### src/rtl/i2c_pkg.sv
// Shared types for the I2C command sequencer: command record, response codes, FSM states.
package i2c_pkg;

  typedef struct packed {
    logic [6:0]  slave_addr;
    logic        rw;
    logic [7:0]  reg_addr;
    logic [2:0]  trans;
    logic [63:0] wdata;
  } i2c_cmd_t;

  typedef enum logic [1:0] {
    OK      = 2'b00,
    NACK    = 2'b01,
    ACC_TO  = 2'b10,
    DONE_TO = 2'b11
  } rsp_err_e;

  typedef enum logic [2:0] {
    IDLE,
    LAUNCH,
    WAIT_BUSY,
    WAIT_DONE,
    RESPOND
  } seq_state_e;

endpackage

### src/rtl/i2c_cmd_seq_if.sv
// Host command/response channel plus the master start/busy handshake.
interface i2c_cmd_seq_if;
  logic        cmd_valid;
  logic        cmd_ready;
  logic [6:0]  cmd_slave_addr;
  logic        cmd_rw;
  logic [7:0]  cmd_reg_addr;
  logic [2:0]  cmd_trans;
  logic [63:0] cmd_wdata;
  logic        m_start;
  logic [6:0]  m_slave_addr;
  logic        m_rw;
  logic [7:0]  m_reg_addr;
  logic [2:0]  m_trans;
  logic [63:0] m_wdata;
  logic        m_busy;
  logic        m_nack;
  logic [63:0] m_rdata;
  logic        rsp_valid;
  logic        rsp_ready;
  logic [63:0] rsp_data;
  logic [1:0]  rsp_err;
  logic        seq_busy;

  modport slave (
    input  cmd_valid, cmd_slave_addr, cmd_rw, cmd_reg_addr, cmd_trans, cmd_wdata,
    input  m_busy, m_nack, m_rdata, rsp_ready,
    output cmd_ready, m_start, m_slave_addr, m_rw, m_reg_addr, m_trans, m_wdata,
    output rsp_valid, rsp_data, rsp_err, seq_busy
  );

  modport master (
    output cmd_valid, cmd_slave_addr, cmd_rw, cmd_reg_addr, cmd_trans, cmd_wdata,
    output m_busy, m_nack, m_rdata, rsp_ready,
    input  cmd_ready, m_start, m_slave_addr, m_rw, m_reg_addr, m_trans, m_wdata,
    input  rsp_valid, rsp_data, rsp_err, seq_busy
  );
endinterface

### src/rtl/i2c_cmd_fifo.sv
// Command FIFO; head entry is visible combinationally on o_data.
module i2c_cmd_fifo
  import i2c_pkg::*;
#(
  parameter int DEPTH = 4
) (
  input  logic     clk_400k,
  input  logic     rst,
  input  logic     i_push,
  input  i2c_cmd_t i_data,
  input  logic     i_pop,
  output i2c_cmd_t o_data,
  output logic     o_full,
  output logic     o_empty
);
  localparam int AW = $clog2(DEPTH);

  logic [AW-1:0] r_wptr, r_rptr;
  logic [AW:0]   r_cnt;
  i2c_cmd_t      r_mem [DEPTH];
  logic          w_push, w_pop;

  assign w_push  = i_push && !o_full;
  assign w_pop   = i_pop && !o_empty;
  assign o_full  = (r_cnt == (AW+1)'(DEPTH));
  assign o_empty = (r_cnt == '0);
  assign o_data  = r_mem[r_rptr];

  always_ff @(posedge clk_400k or posedge rst) begin
    if (rst) begin
      r_wptr <= '0;
      r_rptr <= '0;
      r_cnt  <= '0;
    end else begin
      if (w_push) r_wptr <= r_wptr + 1'b1;
      if (w_pop)  r_rptr <= r_rptr + 1'b1;
      case ({w_push, w_pop})
        2'b10:   r_cnt <= r_cnt + 1'b1;
        2'b01:   r_cnt <= r_cnt - 1'b1;
        default: r_cnt <= r_cnt;
      endcase
    end
  end

  always_ff @(posedge clk_400k) begin
    if (w_push) r_mem[r_wptr] <= i_data;
  end
endmodule

### src/rtl/i2c_cmd_seq.sv
// Launches queued commands on the master one at a time, with NACK retry and
// accept/done watchdogs, and reports each outcome on the response channel.
module i2c_cmd_seq
  import i2c_pkg::*;
#(
  parameter int FIFO_DEPTH     = 4,
  parameter int MAX_RETRY      = 2,
  parameter int ACCEPT_TIMEOUT = 16,
  parameter int DONE_TIMEOUT   = 4096
) (
  input logic           clk_400k,
  input logic           rst,
  i2c_cmd_seq_if.slave  bus
);
  localparam int ATW = $clog2(ACCEPT_TIMEOUT);
  localparam int DTW = $clog2(DONE_TIMEOUT);
  localparam int RW  = $clog2(MAX_RETRY + 1);
  localparam logic [ATW-1:0] ACC_LAST  = ATW'(ACCEPT_TIMEOUT - 1);
  localparam logic [DTW-1:0] DONE_LAST = DTW'(DONE_TIMEOUT - 1);

  seq_state_e     r_state, w_state_nxt;
  i2c_cmd_t       r_cmd, w_head, w_in;
  logic [ATW-1:0] r_acc_tmr, w_acc_nxt;
  logic [DTW-1:0] r_done_tmr, w_done_nxt;
  logic [RW-1:0]  r_retry, w_retry_nxt;
  logic           r_rsp_valid, w_rsp_valid_nxt;
  logic [63:0]    r_rsp_data, w_rsp_data_nxt;
  rsp_err_e       r_rsp_err, w_rsp_err_nxt;
  logic           w_full, w_empty, w_pop;

  assign w_in = '{slave_addr: bus.cmd_slave_addr, rw: bus.cmd_rw,
                  reg_addr: bus.cmd_reg_addr, trans: bus.cmd_trans,
                  wdata: bus.cmd_wdata};

  i2c_cmd_fifo #(.DEPTH(FIFO_DEPTH)) u_fifo (
    .clk_400k (clk_400k),
    .rst      (rst),
    .i_push   (bus.cmd_valid),
    .i_data   (w_in),
    .i_pop    (w_pop),
    .o_data   (w_head),
    .o_full   (w_full),
    .o_empty  (w_empty)
  );

  assign bus.cmd_ready    = !w_full;
  assign bus.m_start      = (r_state == LAUNCH);
  assign bus.m_slave_addr = r_cmd.slave_addr;
  assign bus.m_rw         = r_cmd.rw;
  assign bus.m_reg_addr   = r_cmd.reg_addr;
  assign bus.m_trans      = r_cmd.trans;
  assign bus.m_wdata      = r_cmd.wdata;
  assign bus.rsp_valid    = r_rsp_valid;
  assign bus.rsp_data     = r_rsp_data;
  assign bus.rsp_err      = r_rsp_err;
  assign bus.seq_busy     = !w_empty || (r_state != IDLE);

  always_comb begin
    w_state_nxt     = r_state;
    w_acc_nxt       = r_acc_tmr;
    w_done_nxt      = r_done_tmr;
    w_retry_nxt     = r_retry;
    w_rsp_valid_nxt = r_rsp_valid;
    w_rsp_data_nxt  = r_rsp_data;
    w_rsp_err_nxt   = r_rsp_err;
    w_pop           = 1'b0;
    unique case (r_state)
      IDLE: if (!w_empty && !bus.m_busy && !r_rsp_valid) begin
        w_pop       = 1'b1;
        w_state_nxt = LAUNCH;
      end
      LAUNCH: begin
        w_acc_nxt   = '0;
        w_state_nxt = WAIT_BUSY;
      end
      WAIT_BUSY: begin
        if (bus.m_busy) begin
          w_done_nxt  = '0;
          w_state_nxt = WAIT_DONE;
        end else if (r_acc_tmr == ACC_LAST) begin
          w_rsp_valid_nxt = 1'b1;
          w_rsp_data_nxt  = '0;
          w_rsp_err_nxt   = ACC_TO;
          w_state_nxt     = RESPOND;
        end else begin
          w_acc_nxt = r_acc_tmr + 1'b1;
        end
      end
      WAIT_DONE: begin
        // busy can only be low here on its falling cycle: we entered with it high
        if (!bus.m_busy) begin
          if (bus.m_nack && (r_retry < RW'(MAX_RETRY))) begin
            w_retry_nxt = r_retry + 1'b1;
            w_state_nxt = LAUNCH;
          end else begin
            w_rsp_valid_nxt = 1'b1;
            w_rsp_data_nxt  = (!bus.m_nack && r_cmd.rw) ? bus.m_rdata : '0;
            w_rsp_err_nxt   = bus.m_nack ? NACK : OK;
            w_state_nxt     = RESPOND;
          end
        end else if (r_done_tmr == DONE_LAST) begin
          w_rsp_valid_nxt = 1'b1;
          w_rsp_data_nxt  = '0;
          w_rsp_err_nxt   = DONE_TO;
          w_state_nxt     = RESPOND;
        end else begin
          w_done_nxt = r_done_tmr + 1'b1;
        end
      end
      RESPOND: if (bus.rsp_ready) begin
        w_rsp_valid_nxt = 1'b0;
        w_retry_nxt     = '0;
        w_state_nxt     = IDLE;
      end
      default: w_state_nxt = IDLE;
    endcase
  end

  always_ff @(posedge clk_400k or posedge rst) begin
    if (rst) begin
      r_state     <= IDLE;
      r_cmd       <= '0;
      r_acc_tmr   <= '0;
      r_done_tmr  <= '0;
      r_retry     <= '0;
      r_rsp_valid <= 1'b0;
      r_rsp_data  <= '0;
      r_rsp_err   <= OK;
    end else begin
      r_state     <= w_state_nxt;
      r_acc_tmr   <= w_acc_nxt;
      r_done_tmr  <= w_done_nxt;
      r_retry     <= w_retry_nxt;
      r_rsp_valid <= w_rsp_valid_nxt;
      r_rsp_data  <= w_rsp_data_nxt;
      r_rsp_err   <= w_rsp_err_nxt;
      if (w_pop) r_cmd <= w_head;
    end
  end
endmodule

### src/flat_wrapper.sv
// flat-port wrapper written by rule: the top's interface ports become plain ports
module i2c_cmd_seq_flat import i2c_pkg::*;
#(
  parameter int FIFO_DEPTH     = 4,
  parameter int MAX_RETRY      = 2,
  parameter int ACCEPT_TIMEOUT = 16,
  parameter int DONE_TIMEOUT   = 4096
)
  (clk_400k, rst, bus_cmd_valid, bus_cmd_slave_addr, bus_cmd_rw, bus_cmd_reg_addr, bus_cmd_trans, bus_cmd_wdata, bus_m_busy, bus_m_nack, bus_m_rdata, bus_rsp_ready, bus_cmd_ready, bus_m_start, bus_m_slave_addr, bus_m_rw, bus_m_reg_addr, bus_m_trans, bus_m_wdata, bus_rsp_valid, bus_rsp_data, bus_rsp_err, bus_seq_busy);
  i2c_cmd_seq_if bus_i ();
  input logic clk_400k;
  input logic rst;
  input wire logic [$bits(bus_i.cmd_valid)-1:0] bus_cmd_valid;
  input wire logic [$bits(bus_i.cmd_slave_addr)-1:0] bus_cmd_slave_addr;
  input wire logic [$bits(bus_i.cmd_rw)-1:0] bus_cmd_rw;
  input wire logic [$bits(bus_i.cmd_reg_addr)-1:0] bus_cmd_reg_addr;
  input wire logic [$bits(bus_i.cmd_trans)-1:0] bus_cmd_trans;
  input wire logic [$bits(bus_i.cmd_wdata)-1:0] bus_cmd_wdata;
  input wire logic [$bits(bus_i.m_busy)-1:0] bus_m_busy;
  input wire logic [$bits(bus_i.m_nack)-1:0] bus_m_nack;
  input wire logic [$bits(bus_i.m_rdata)-1:0] bus_m_rdata;
  input wire logic [$bits(bus_i.rsp_ready)-1:0] bus_rsp_ready;
  output wire logic [$bits(bus_i.cmd_ready)-1:0] bus_cmd_ready;
  output wire logic [$bits(bus_i.m_start)-1:0] bus_m_start;
  output wire logic [$bits(bus_i.m_slave_addr)-1:0] bus_m_slave_addr;
  output wire logic [$bits(bus_i.m_rw)-1:0] bus_m_rw;
  output wire logic [$bits(bus_i.m_reg_addr)-1:0] bus_m_reg_addr;
  output wire logic [$bits(bus_i.m_trans)-1:0] bus_m_trans;
  output wire logic [$bits(bus_i.m_wdata)-1:0] bus_m_wdata;
  output wire logic [$bits(bus_i.rsp_valid)-1:0] bus_rsp_valid;
  output wire logic [$bits(bus_i.rsp_data)-1:0] bus_rsp_data;
  output wire logic [$bits(bus_i.rsp_err)-1:0] bus_rsp_err;
  output wire logic [$bits(bus_i.seq_busy)-1:0] bus_seq_busy;
  assign bus_i.cmd_valid = bus_cmd_valid;
  assign bus_i.cmd_slave_addr = bus_cmd_slave_addr;
  assign bus_i.cmd_rw = bus_cmd_rw;
  assign bus_i.cmd_reg_addr = bus_cmd_reg_addr;
  assign bus_i.cmd_trans = bus_cmd_trans;
  assign bus_i.cmd_wdata = bus_cmd_wdata;
  assign bus_i.m_busy = bus_m_busy;
  assign bus_i.m_nack = bus_m_nack;
  assign bus_i.m_rdata = bus_m_rdata;
  assign bus_i.rsp_ready = bus_rsp_ready;
  assign bus_cmd_ready = bus_i.cmd_ready;
  assign bus_m_start = bus_i.m_start;
  assign bus_m_slave_addr = bus_i.m_slave_addr;
  assign bus_m_rw = bus_i.m_rw;
  assign bus_m_reg_addr = bus_i.m_reg_addr;
  assign bus_m_trans = bus_i.m_trans;
  assign bus_m_wdata = bus_i.m_wdata;
  assign bus_rsp_valid = bus_i.rsp_valid;
  assign bus_rsp_data = bus_i.rsp_data;
  assign bus_rsp_err = bus_i.rsp_err;
  assign bus_seq_busy = bus_i.seq_busy;
  i2c_cmd_seq #(.FIFO_DEPTH(FIFO_DEPTH), .MAX_RETRY(MAX_RETRY), .ACCEPT_TIMEOUT(ACCEPT_TIMEOUT), .DONE_TIMEOUT(DONE_TIMEOUT)) u_core (.clk_400k(clk_400k), .rst(rst), .bus(bus_i));
endmodule
### config.mk
export PLATFORM = sky130hd
export DESIGN_NAME = i2c_cmd_seq_flat
export DESIGN_NICKNAME = d
export VERILOG_FILES = /design/src/rtl/i2c_pkg.sv /design/src/rtl/i2c_cmd_seq_if.sv /design/src/rtl/i2c_cmd_fifo.sv /design/src/rtl/i2c_cmd_seq.sv /design/src/flat_wrapper.sv
export SDC_FILE = /design/constraint.sdc
export NUM_CORES = 1
export LEC_CHECK = 0
export CAP_MARGIN = 10
export CORE_MARGIN = 2
export CORE_UTILIZATION = 53
export CTS_CLUSTER_SIZE = 20
export DETAILED_ROUTE_END_ITERATION = 10
export PLACE_DENSITY = 0.81
export SLEW_MARGIN = 5
export SYNTH_ARGS = -nofsm -noshare
export SYNTH_HDL_FRONTEND = slang
export SYNTH_SLANG_ARGS = --single-unit
### constraint.sdc
create_clock -name clk_400k -period 6.4 [get_ports clk_400k]
set_input_delay 0.64 -clock clk_400k [delete_from_list [all_inputs] [get_ports clk_400k]]
set_output_delay 0.64 -clock clk_400k [all_outputs]
set_load 0.005 [all_outputs]
After elaboration in Yosys (flattened, before gate mapping)

Memories as Yosys holds them, arrays and structs flattened. A register that Yosys moved wholly into a read port is not among the register bits.
Index checks and enable logic that the tools add are counted.

Bits in registers: 95
Bits in writable memories: 332
Bits of input ports: 153
Output and inout port bits: 153
Logic and storage cells: 112
Memories: 1

Memory list:

| name                | words | bits a word | read ports | clocked after memory_dff | wr ports | line               | source |
|---|---|---|---|---|---|---|---|
| u_core.u_fifo.r_mem | 4     | 83          | 1          | 1                        | 1        | i2c_cmd_fifo.sv:20 | `i2c_cmd_t r_mem [DEPTH];` |

Add/sub/neg operators: 7
Order comparisons: 1
Equal/unequal tests: 22
Multiplexer cells: 45
Reduce and logical (&&, ||, !) cells: 26

Operators by type and width:

| kind                                                                   | count |
|---|---|
| 64-bit two-way mux                                                     | 6 |
| 64-bit case mux with 2 select lines                                    | 1 |
| 12-bit two-way mux                                                     | 3 |
| 12-bit case mux with 2 select lines                                    | 1 |
| 3-bit two-way mux                                                      | 7 |
| 2-bit two-way mux                                                      | 8 |
| 3-bit case mux with 5 select lines                                     | 1 |
| 2-bit != test (second input constant)                                  | 7 |
| 12-bit by 1-bit adder with 12-bit output (second input constant)       | 1 |
| 12-bit equality test (second input constant)                           | 1 |
| 4-bit AND reduction                                                    | 3 |
| 1-bit two-way mux                                                      | 11 |
| 4-bit two-way mux                                                      | 2 |
| 2-bit case mux with 2 select lines                                     | 2 |
| 4-bit case mux with 2 select lines                                     | 1 |
| 2-bit nonzero test                                                     | 4 |
| 2-bit by 1-bit adder with 2-bit output (second input constant)         | 3 |
| 3-bit by 2-bit equality test with 1-bit output (second input constant) | 2 |
| 3-bit equality test (second input constant)                            | 2 |
| 1-bit logical AND                                                      | 6 |
| 3-bit logical NOT                                                      | 2 |
| 2-bit by 1-bit != test with 1-bit output (second input constant)       | 3 |
| 3-bit by 2-bit != test with 1-bit output (second input constant)       | 2 |
| 3-bit case mux with 2 select lines                                     | 1 |
| 16 further kinds                                                       | 21 |

Depth between registers and ports, before layout

Word-level depth: 9
Depth in mapped cells: 9
Gate-level depth less buffers: 9

Hierarchy

Synthesis repeated with hierarchy kept, for this count alone.

Cells, all modules: 930
Area, all modules: 19079.5 um2

Modules (own cells, without submodules):

| module       | times used | cells each | area each (um2) | sequential area each (um2) |
|---|---|---|---|---|
| i2c_cmd_fifo | 1          | 472        | 12453.2         | 10144.7 |
| i2c_cmd_seq  | 1          | 458        | 6626.4          | 4279.1 |

Worst setup path before layout

Ideal clock, no wire load.

Path kind: input-to-reg
Start: input port bus_cmd_valid
End: memory u_core.u_fifo.r_mem[0][0] (netlist name) (enable)
Setup time: 0.451 ns
Data arrival time: 2.611 ns
Required time: 5.949 ns
Slack: 3.338 ns
Stages on the path: 1
Path buffers: 0
Cells stage by stage: and3_1

Cells in the longest elaborated chain, start to end: 3

RTL lines:

| what                                    | line               | source |
|---|---|---|
| from (decl)                             | flat_wrapper.sv:13 | `input wire logic [$bits(bus_i.cmd_valid)-1:0] bus_cmd_valid;` |
| 1-bit logical AND                       | i2c_cmd_fifo.sv:23 | `assign w_push = i_push && !o_full;` |
| 1-bit two-way mux                       | i2c_cmd_fifo.sv:46 | `if (w_push) r_mem[r_wptr] <= i_data;` |
| 1-bit two-way mux (implied by the code) | i2c_cmd_fifo.sv:46 |  |
| to (decl)                               | i2c_cmd_fifo.sv:20 |  |

Every way passes these cells.

Final worst setup path

Start: register u_core.u_fifo.r_cnt[0]
End: output port bus_seq_busy

Cells in the longest elaborated chain, start to end: 3

RTL lines:

| what                   | line               | source |
|---|---|---|
| from (decl)            | i2c_cmd_fifo.sv:19 | `logic [AW:0] r_cnt;` |
| from (signal assigned) | i2c_cmd_fifo.sv:38 | `2'b10: r_cnt <= r_cnt + 1'b1;` |
| from (signal assigned) | i2c_cmd_fifo.sv:39 | `2'b01: r_cnt <= r_cnt - 1'b1;` |
| from (signal assigned) | i2c_cmd_fifo.sv:40 | `default: r_cnt <= r_cnt;` |
| 3-bit logical NOT      | i2c_cmd_fifo.sv:26 | `assign o_empty = (r_cnt == '0);` |
| 1-bit logical NOT      | i2c_cmd_seq.sv:56  | `assign bus.seq_busy = !w_empty \|\| (r_state != IDLE);` |
| 1-bit logical OR       | i2c_cmd_seq.sv:56  |  |
| to (decl)              | flat_wrapper.sv:33 | `output wire logic [$bits(bus_i.seq_busy)-1:0] bus_seq_busy;` |

Every way passes these cells.

==> out/metrics.yaml <==
floorplan:
  row_count: 69
  core_mm2: 0.0355
  die-area_mm2: 0.0375
  initial_core_util_pct: 53.8
  die_h_um: 194
  pin_count: 306
  die_x_um: 194
clocking:
  cts_max_path_buffers: 3
  htree_levels: 2
  worstSkewPairLatency_ns: 0.59
  postCtsSetupRepairBufs: 0
  numClockSinks: 510
  cts_resized: 0
  cts_hold_buffers: 0
  cts_buffers: 50
  cts_tree: "done"
  cts.clk_slew.worst_paths_ns: 0.06
  cts-root-buf: "clkbuf_16"
routing:
  drt_iter0_markers: 589
  wl_per_cell_um: 22.9
  vias_per_cell: 5.69
  drc: 0
  via_count: 10000
  ant_nets: 0
  routed_wl_um: 40500
  first_pass_iters: 6
global_routing:
  antenna_found_initial: 6
  grt_max_degree: 120
  grt_first_pass_wirelength_um: 62900
  first_global_vias: 10800
  grt_overflow: 0
  globalRouteTotalUtil_pct: 21.9
timing:
  fin_skew_ns: 0.0231
  worst_pin_slew_ns: 1.09
  finalHoldWorstSlack_ns: 0.485
  final_max_slew_viol_count: 0
  hold_viol: 0
  fin_tns_setup_ns: 0
  relSlewSlack_pct: 27.4
  rsz0062_at_grt: "no"
  timing.final.crit_period_ns: 3.04
  setup_viol: 0
  min_period_over_period_pct: 47.5
  fmax_ghz: 0.329
synth:
  syn_area_per_cell_um2: 20.3
  syn_area_mm2: 0.0191
  synth_top_area_share_pct: 52.2
  synth_area_leader_cell: "edfxtp_1"
  yosysSeqAreaShare_pct: 75.6
  ys.flop_type: "edfxtp_1"
  synth_cell_type_count: 59
  synthTopCellsByCount: "edfxtp_1 (332), dfrtp_1 (178), mux4_2 (83), a22o_1 (65), mux2_2 (56)"
  yosysMostFrequentCell: "edfxtp_1"
  async_flop_share_pct: 34.9
  synth_cells: 941
  synth_area_leaders: "edfxtp_1 (52%), dfrtp_1 (23%), mux4_2 (9.8%), mux2_2 (3.3%), a22o_1 (3.0%)"
  synth-edff-count: 332
  synth_fp_nets: 1102
  ys_ff_latch: 510
  ys_warn_count: 0
flow_run:
  maxCapViolCount: 0
critical_path:
  critPathArrivalTime_ns: 2.40
  rr_startpoint: "u_core.u_fifo.r_rptr[0]$_DFFE_PP0P_"
  setup.worst_path.start_class: "register"
  rr_worst_depth: 3
  worstSetupStartpoint: "u_core.u_fifo.r_cnt[0]$_DFFE_PP0P_"
  timing.rr.end: "u_core.bus.m_wdata[11]$_DFFE_PP0N_"
  path_max_fanout: 4
  end_kind: "output port"
  required_ns: 5.76
  worstSetupEndpoint: "bus_seq_busy"
  regToRegSetupSlack_ns: 3.45
  criticalPathCategory: "reg2out"
power_and_ir_drop:
  powerDensity_mw_per_mm2: 452
  pwr-share-seq_pct: 46.1
  p_sw_share_pct: 27.1
  power.leakage_nw: 8.79
  power_frac_clock_pct: 26.2
  p_int_mw: 7.97
  power_frac_comb_pct: 27.7
  p_switching_mw: 2.96
  ir_drop_mv: 0.302
placement:
  io_buffers: 305
  dp.cells: 1668
  dp_hpwl_um: 24900
  placed_area_mm2: 0.0226
  gp_congestion: 0.805
worst_hold_path:
  min-delay-start: "u_core.bus.m_reg_addr[1]$_DFFE_PP0N_"
  hp-class: "reg2reg"
finish:
  fill_cells: 2265
  multi_input_area_mm2: 0.00438
  finalInstanceArea_mm2: 0.0242
  syn_to_final_growth_pct: 26.7
  nNetsFinal: 1420
  layout-drive-gt1-share_pct: 18.7
  regArea_mm2: 0.0144
  stdcell_count: 1764
status:
  status: "complete, no violations"
## layout make-up
class / instances / area share, %
Sequential cell: 510 / 59.7
Multi-Input combinational cell: 373 / 18.1
Timing Repair Buffer: 315 / 12.9
Clock buffer: 73 / 5.82
Tap cell: 461 / 2.39
Clock inverter: 20 / 0.833
Inverter: 9 / 0.171
Antenna cell: 3 / 0.0310
## sequential cells by signal, summed over array words and instances (netlist names), 2 cells and up
signal                   count
u_core.bus.m_slave_addr      7
u_core.u_fifo.r_mem        332
u_core.bus.m_wdata          64
u_core.bus.rsp_data         64
u_core.r_retry               2
u_core.r_done_tmr           12
u_core.bus.m_reg_addr        8
u_core.u_fifo.r_wptr         2
u_core.u_fifo.r_rptr         2
u_core.r_state               3
u_core.u_fifo.r_cnt          3
u_core.r_acc_tmr             4
u_core.bus.m_trans           3
u_core.bus.rsp_err           2
## how the worst min path moves through the flow
stage | end | slack [ns] | cells past startpoint
final | u_core.bus.m_reg_addr[1]$_DFFE_PP0N_ | 0.49 | 1
after global routing | u_core.r_done_tmr[11]$_DFFE_PP0P_ | 0.50 | 1
after CTS | u_core.bus.m_slave_addr[1]$_DFFE_PP0N_ | 0.49 | 1
after detailed placement | u_core.bus.m_wdata[7]$_DFFE_PP0N_ | 0.48 | 1
after global placement | u_core.bus.m_wdata[1]$_DFFE_PP0N_ | 0.47 | 1
after floorplan | u_core.r_done_tmr[11]$_DFFE_PP0P_ | 0.45 | 1
## cells by family after synthesis
family | Yosys count | synth area share, %
buffers and inverters | 58 | 1.64
xor gates and xnor gates | 8 | 0.367
and+or+nand+nor | 83 | 2.62
adders and majority gates | 8 | 0.564
AOI/OAI and AO/OA | 102 | 4.20
DFF | 510 | 75.6
muxes | 172 | 15.0
## placed cells by master (no fill, tap or decap), types with 4 or more instances in the layout
cell / instances
clkinv_2: 8
or4_1: 5
dfrtp_1: 176
xnor2_1: 4
nand3_1: 12
a21oi_1: 10
a22o_1: 65
mux2_1: 30
mux2_2: 56
nand2_1: 18
buf_4: 10
ha_1: 7
inv_1: 8
or3_1: 5
clkdlybuf4s50_1: 305
clkbuf_8: 7
clkbuf_16: 50
mux4_2: 83
o21ai_0: 10
and3_4: 5
clkbuf_1: 16
nor2_1: 10
edfxtp_1: 332
xor2_1: 4
nor3_1: 6
## routing by layer
layer / track usage (%) / up-vias / share of wire, %
met5: 0 / - / 0.10
met4: 6.56 / 6 / 2.3
met3: 7.90 / 57 / 9.3
met2: 37.5 / 387 / 50
met1: 26.3 / 5157 / 38
li1: - / 4429 / -
## critical path, cell delays in order, from the launching register on
cell	delay, ns
dfrtp_1	0.43
or3_1	0.45
or4_1	0.43
clkdlybuf4s50_1	0.50
## stage by stage
stage,setup WS [ns],power [mW],util (%)
floorplan,0.930,6.56,-
global placement,2.83,8.06,63.6
detailed placement,2.80,8.17,63.6
CTS,3.32,11.1,68.1
global route,3.17,11.5,68.1
finish,3.36,10.9,68.1
## power by group through the flow
stage,Sequential [mW],Combinational (mW),Clock [mW]
after floorplan,4.94,1.63,0
after global placement,5.05,3.01,0
after detailed placement,5.10,3.07,0
after CTS,5.05,3.10,2.92
after global routing,5.15,3.25,3.06
final,5.04,3.03,2.87
(Power assumes the default switching activity.)
